[src/rtl/mem_stage_pkg.sv]
// ------------------------------------------------------------------
// mem_stage_pkg : shared pipeline bus layouts for the MEM stage
// Rev 1.0
// ------------------------------------------------------------------
`default_nettype none

package mem_stage_pkg;

  localparam int ES_BUS_W  = 180;
  localparam int MS_BUS_W  = 172;
  localparam int FWD_BUS_W = 40;

  // load_op one-hot bit positions: {ld_b, ld_bu, ld_h, ld_hu, ld_w}
  localparam int LD_B  = 4;
  localparam int LD_BU = 3;
  localparam int LD_H  = 2;
  localparam int LD_HU = 1;
  localparam int LD_W  = 0;

  // exception_op bit positions: {adef, break, ine, ale}
  localparam int EXC_ADEF = 3;
  localparam int EXC_BRK  = 2;
  localparam int EXC_INE  = 1;
  localparam int EXC_ALE  = 0;

  typedef struct packed {
    logic        ertn;
    logic        we;
    logic        re;
    logic [13:0] num;
    logic [16:0] rsvd;
  } csr_data_t;

  typedef struct packed {
    logic        req_issued;
    logic [4:0]  load_op;
    logic [1:0]  addr_low;
    logic [3:0]  exception_op;
    logic [31:0] rj_value;
    logic [31:0] rkd_value;
    csr_data_t   csr_data;
    logic        gr_we;
    logic [4:0]  dest;
    logic [31:0] alu_result;
    logic [31:0] pc;
  } es_bus_t;

  typedef struct packed {
    logic [3:0]  exception_op;
    logic [31:0] rj_value;
    logic [31:0] rkd_value;
    csr_data_t   csr_data;
    logic        gr_we;
    logic [4:0]  dest;
    logic [31:0] final_result;
    logic [31:0] pc;
  } ms_bus_t;

endpackage

`default_nettype wire

[src/rtl/mem_stage_load_extend.sv]
// ------------------------------------------------------------------
// mem_stage_load_extend : byte/halfword/word select and extension
// Rev 1.0
// ------------------------------------------------------------------
`default_nettype none

module mem_stage_load_extend
  import mem_stage_pkg::*;
(
  input  logic [4:0]  load_op,
  input  logic [1:0]  addr_low,
  input  logic [31:0] rdata,
  output logic [31:0] result
);

  logic [7:0]  byte_sel;
  logic [15:0] half_sel;

  always_comb begin
    case (addr_low)
      2'd0:    byte_sel = rdata[7:0];
      2'd1:    byte_sel = rdata[15:8];
      2'd2:    byte_sel = rdata[23:16];
      default: byte_sel = rdata[31:24];
    endcase
    half_sel = addr_low[1] ? rdata[31:16] : rdata[15:0];

    result = rdata;
    if (load_op[LD_B])       result = {{24{byte_sel[7]}}, byte_sel};
    else if (load_op[LD_BU]) result = {24'h0, byte_sel};
    else if (load_op[LD_H])  result = {{16{half_sel[15]}}, half_sel};
    else if (load_op[LD_HU]) result = {16'h0, half_sel};
  end

endmodule

`default_nettype wire

[src/rtl/mem_stage.sv]
// ------------------------------------------------------------------
// mem_stage : EXE->WB pipeline stage, waits on load responses
// Rev 1.0
// ------------------------------------------------------------------
`default_nettype none

module mem_stage
  import mem_stage_pkg::*;
(
  input  logic                 clk,
  input  logic                 resetn,
  input  logic                 es_to_ms_valid,
  input  logic [ES_BUS_W-1:0]  es_to_ms_bus,
  output logic                 ms_allowin,
  input  logic                 es_req_cancel,
  input  logic                 ws_allowin,
  output logic                 ms_to_ws_valid,
  output logic [MS_BUS_W-1:0]  ms_to_ws_bus,
  output logic [FWD_BUS_W-1:0] ms_fwd_bus,
  output logic                 ms_ex,
  input  logic                 data_sram_data_ok,
  input  logic [31:0]          data_sram_rdata,
  input  logic                 wb_ex,
  input  logic                 wb_ertn
);

  logic        ms_valid_q, ms_valid_d;
  es_bus_t     bus_q, bus_d;
  logic [31:0] rdata_buf_q, rdata_buf_d;
  logic        rdata_buf_valid_q, rdata_buf_valid_d;
  logic [1:0]  discard_cnt_q, discard_cnt_d;

  logic        flush;
  logic        no_discard;
  logic        data_ok_cur;
  logic        ms_ready_go;
  logic        ms_leave;
  logic        cur_abandoned;
  logic [2:0]  discard_sum;
  logic        ms_load_pending;
  logic [31:0] load_src;
  logic [31:0] load_result;
  logic [31:0] final_result;
  ms_bus_t     ws_bus;

  assign flush       = wb_ex | wb_ertn;
  assign no_discard  = (discard_cnt_q == 2'd0);
  // A response only belongs to the resident instruction once all stale ones are drained
  assign data_ok_cur = data_sram_data_ok & no_discard;

  assign ms_ready_go    = no_discard & (!bus_q.req_issued | data_sram_data_ok | rdata_buf_valid_q);
  assign ms_allowin     = !ms_valid_q | (ms_ready_go & ws_allowin);
  assign ms_to_ws_valid = ms_valid_q & ms_ready_go;
  assign ms_leave       = ms_to_ws_valid & ws_allowin;

  assign cur_abandoned = ms_valid_q & bus_q.req_issued & !data_ok_cur & !rdata_buf_valid_q;

  always_comb begin
    discard_sum = {1'b0, discard_cnt_q} - {2'b00, data_sram_data_ok & !no_discard};
    if (flush) begin
      discard_sum = discard_sum + {2'b00, cur_abandoned} + {2'b00, es_req_cancel};
    end
    discard_cnt_d = (discard_sum > 3'd2) ? 2'd2 : discard_sum[1:0];
  end

  always_comb begin
    ms_valid_d = ms_valid_q;
    bus_d      = bus_q;
    if (ms_allowin) begin
      ms_valid_d = es_to_ms_valid;
    end
    if (es_to_ms_valid && ms_allowin) begin
      bus_d = es_bus_t'(es_to_ms_bus);
    end
    if (flush) begin
      ms_valid_d = 1'b0;
    end
  end

  always_comb begin
    rdata_buf_d       = rdata_buf_q;
    rdata_buf_valid_d = rdata_buf_valid_q;
    if (flush || ms_leave) begin
      rdata_buf_valid_d = 1'b0;
    end else if (data_ok_cur && ms_valid_q && bus_q.req_issued && !ws_allowin) begin
      rdata_buf_d       = data_sram_rdata;
      rdata_buf_valid_d = 1'b1;
    end
  end

  always_ff @(posedge clk or negedge resetn) begin
    if (!resetn) begin
      ms_valid_q        <= 1'b0;
      bus_q             <= '0;
      rdata_buf_q       <= 32'h0;
      rdata_buf_valid_q <= 1'b0;
      discard_cnt_q     <= 2'd0;
    end else begin
      ms_valid_q        <= ms_valid_d;
      bus_q             <= bus_d;
      rdata_buf_q       <= rdata_buf_d;
      rdata_buf_valid_q <= rdata_buf_valid_d;
      discard_cnt_q     <= discard_cnt_d;
    end
  end

  assign load_src = rdata_buf_valid_q ? rdata_buf_q : data_sram_rdata;

  mem_stage_load_extend u_load_extend (
    .load_op  (bus_q.load_op),
    .addr_low (bus_q.addr_low),
    .rdata    (load_src),
    .result   (load_result)
  );

  assign final_result = (|bus_q.load_op) ? load_result : bus_q.alu_result;

  always_comb begin
    ws_bus.exception_op = bus_q.exception_op;
    ws_bus.rj_value     = bus_q.rj_value;
    ws_bus.rkd_value    = bus_q.rkd_value;
    ws_bus.csr_data     = bus_q.csr_data;
    ws_bus.gr_we        = bus_q.gr_we;
    ws_bus.dest         = bus_q.dest;
    ws_bus.final_result = final_result;
    ws_bus.pc           = bus_q.pc;
  end

  assign ms_to_ws_bus    = ws_bus;
  assign ms_load_pending = ms_valid_q & bus_q.req_issued & !ms_ready_go;
  assign ms_fwd_bus      = {ms_load_pending, ms_valid_q, ms_valid_q & bus_q.gr_we,
                            bus_q.dest, final_result};
  assign ms_ex           = ms_valid_q & ((|bus_q.exception_op) | bus_q.csr_data.ertn);

endmodule

`default_nettype wire

[config.mk]
export PLATFORM = sky130hd
export DESIGN_NAME = mem_stage
export DESIGN_NICKNAME = d
export VERILOG_FILES = /design/src/rtl/mem_stage_pkg.sv /design/src/rtl/mem_stage_load_extend.sv /design/src/rtl/mem_stage.sv
export SDC_FILE = /design/constraint.sdc
export NUM_CORES = 1
export LEC_CHECK = 0
export CORE_ASPECT_RATIO = 1.5
export CORE_MARGIN = 1.5
export CORE_UTILIZATION = 25
export CTS_BUF_LIST = sky130_fd_sc_hd__clkbuf_8
export CTS_CLUSTER_DIAMETER = 120
export DETAILED_ROUTE_END_ITERATION = 7
export PLACE_DENSITY_LB_ADDON = 0.2
export SLEW_MARGIN = 20
export SYNTH_ARGS = -nofsm -noshare
export SYNTH_HDL_FRONTEND = slang
export SYNTH_SLANG_ARGS = --single-unit
[constraint.sdc]
create_clock -name clk -period 2.35 [get_ports clk]
set_input_delay 0.3525 -clock clk [delete_from_list [all_inputs] [get_ports clk]]
set_output_delay 0.3525 -clock clk [all_outputs]
set_load 0.01 [all_outputs]
==> results_dict.tcl <==
set metrics [dict create \
    status "complete, but fails checks" \
    failed_checks "setup timing" \
    cts_tree "yes" \
    critPathMaxStageDelay_ns 0.52 \
    r2r_cells 12 \
    synthArstFlopShare_pct 100.0 \
    drtIter0Drc 295 \
    vias 7914 \
    cts.path.max_buffers 3 \
    r2r_end "bus_q[59]" \
    whs_ns 0.3119 \
    grt_max_degree 69 \
    fin_crit_ns 3.155 \
    die_w_um 173.5 \
    finalHoldViolCount 0 \
    nNetsFinal 1473 \
    clock_latency_ns 0.54 \
    synthesis.nets 1084 \
    dpl.hpwl_um 27840 \
    initial_core_util_pct 25.40 \
    worstPathRequired_ns 2.00 \
    grt_overflow_total 0 \
    ant_nets 0 \
    die_area_sq_mm 0.04491 \
    rr_startpoint "rdata_buf_valid_q" \
    yosys-top-cells-area "dfrtp_1, mux2_2, buf_4, mux2_1, mux2i_1" \
    fin_setup_tns_ns -57.26 \
    slowest_stage "mux4_2" \
    powerDensity_mw_per_mm2 721.5 \
    rows 93 \
    vias_per_cell 4.278 \
    avgSynthCellArea_sq_um 12.68 \
    drt-pass1-iter-count 4 \
    fin_crit_sh_pct 134.3 \
    track_usage_pct 16.03 \
    wl_per_cell_um 20.67 \
    ff2ff_setup_slack_ns -0.14 \
    cp.depth 7 \
    ios 435 \
    synth_ff_type "dfrtp_1" \
    hp-class "primary input to asynchronous set/reset pin" \
    synth_area_sq_mm 0.01091 \
    netlist_top_cells_count "dfrtp_1, mux2_2, buf_4, mux2_1, mux2i_1" \
    grt_pass1_wl_um 54060 \
    synth_top_area_cell "dfrtp_1" \
    synthDistinctLibCells 44 \
    core_area_sq_mm 0.04294 \
    rsz0062_at_grt "yes" \
    yosysWarnings 0 \
    synth_most_common_cell "dfrtp_1" \
    clock_skew_ns 0.01495 \
    synthCells 860 \
    critical_path_class "register to output port" \
    crit_chain "buf_4, mux2_4, mux4_2, a32o_4, buf_6, o22a_1, buf_2" \
    vdd_drop_max_mv 0.3186 \
    finalSetupViolations 226 \
    drive_gt1_share_pct 40.99 \
    end_kind "output port" \
    gp_congestion 0.8217 \
    clk_pin_slew_ns 0.06 \
    syn2layout_area_growth_pct 55.19 \
    cts.sinks 216 \
    synth_top_area_share_pct 49.56 \
    ys_seq_area_share_pct 49.56 \
    path_delay_family "multiplexers" \
    antenna_found_initial 5 \
    htree_levels 2 \
    grt_pass1_vias 8499 \
    cp-start-kind "register" \
    wl_um 38240 \
    crit_start "rdata_buf_valid_q" \
    drc 0 \
    drv_cap 0 \
    worstPathArrival_ns 2.80 \
    cp_num_buf_inv 3 \
    cts_buffers 40 \
    p_leak_nw 7.329 \
    setup_ws_ns -0.8050 \
    port_buffers 434 \
    worst_pin_slew_ns 0.4378 \
    synth-edff-count 0 \
    fp.dieH_um 258.8 \
    slew_viol_final 0 \
    crit_end "ms_fwd_bus[25]" \
    ys_ff_latch 216 \
    cts_root_buf "clkbuf_8" \
    fmax_mhz 317.0 \
    slew_headroom_pct 69.98 \
    path_max_fanout 6 \
]
## cells in the final DEF (no fill, tap or decap), drive strengths merged, types with 2 or more instances in the layout
| cell | netlist | final |
|---|---|---|
| a22oi | 4 | 4 |
| buf | 205 | 189 |
| nand2 | 19 | 19 |
| mux4 | 5 | 5 |
| clkinv | 0 | 2 |
| clkbuf | 16 | 64 |
| a221oi | 4 | 4 |
| nand2b | 3 | 3 |
| o21ai | 9 | 9 |
| nor3 | 4 | 4 |
| o211ai | 5 | 5 |
| o31ai | 5 | 5 |
| inv | 9 | 23 |
| diode | 0 | 4 |
| nor2 | 25 | 25 |
| ha | 3 | 3 |
| o22a | 20 | 20 |
| nor2b | 6 | 6 |
| a21oi | 15 | 15 |
| dfrtp | 216 | 216 |
| nand3 | 3 | 3 |
| mux2 | 228 | 228 |
| a311oi | 3 | 3 |
| mux2i | 28 | 28 |
| a31oi | 8 | 8 |
| and2 | 3 | 3 |
| clkdlybuf4s50 | 0 | 366 |
| or2 | 2 | 2 |
## sequential cells by signal, indices dropped and copies added (netlist names)
name and flops:
rdata_buf_valid_q 1, ms_fwd_bus 5, rdata_buf_q 32, ms_to_ws_bus 135
ms_valid_q 1, bus_q 40, discard_cnt_q 2
## how the worst min path moves through the flow
stage | start | to | depth (start not counted)
6_report | resetn | ms_valid_q | 2
5_1_grt | resetn | ms_valid_q | 2
3_5_place_dp | resetn | bus_q[179] | 1
4_1_cts | resetn | bus_q[36] | 2
3_3_place_gp | resetn | bus_q[179] | 1
2_1_floorplan | resetn | bus_q[172] | 0
## metal layers
metal | GRT usage, % | vias up | routed length, um
met3 | 3.888 | 65 | 2129
li1 | - | 3619 | -
met5 | 0 | - | 14
met2 | 31.46 | 267 | 21630
met1 | 16.11 | 3961 | 13380
met4 | 6.014 | 2 | 1088
## per-stage QoR
stage	std cells	worst slack [ns]	total power, mW	area (sq um)	util [%]
floorplan	860	-0.08783	6.744	10940	-
global placement	1736	-0.9349	8.481	15330	35.70
detailed placement	1736	-0.9432	8.522	15330	35.70
CTS	1822	-0.8595	12.19	16320	38.00
global route	1849	-0.8894	12.87	16920	39.41
finish	1850	-0.8050	12.21	16920	39.41
## power by group
group	total, mW	leakage, nW	switching, mW	internal (mW)
combinational	4.07	4.28	1.72	2.35
clock	3.61	0.456	1.65	1.97
sequential	4.52	2.59	0.288	4.24
## final cells by class
| type | count | area (sq um) |
|---|---|---|
| timing repair buffer | 568 | 5612 |
| clock inverter | 17 | 70.07 |
| fill | 4141 | 26010 |
| multi-input combinational | 414 | 4363 |
| tap | 570 | 713.2 |
| sequential | 216 | 5406 |
| inverter | 9 | 33.78 |
| clock buffer | 52 | 715.7 |
| antenna | 4 | 10.01 |
## logic make-up after synthesis
group / Yosys count / synth area share [%]
adders and majority gates: 4 / 0.5278
buffers and inverters: 230 / 14.47
and+or+nand+nor: 67 / 2.788
muxes: 261 / 27.18
xor gates and xnor gates: 1 / 0.08033
AOI/OAI and AO/OA: 81 / 5.393
DFF: 216 / 49.56
## what timing repair did
item / in CTS / in global routing
buffers inserted: 16 / 17
resized for setup: 329 / 74
pin swaps: 10 / 14
cloned: 2 / 10
endpoints found under the setup margin: 68 / 108
hold buffers: 1 / 0
hold endpoints to repair: 40 / 0
(Power assumes the default switching activity.)
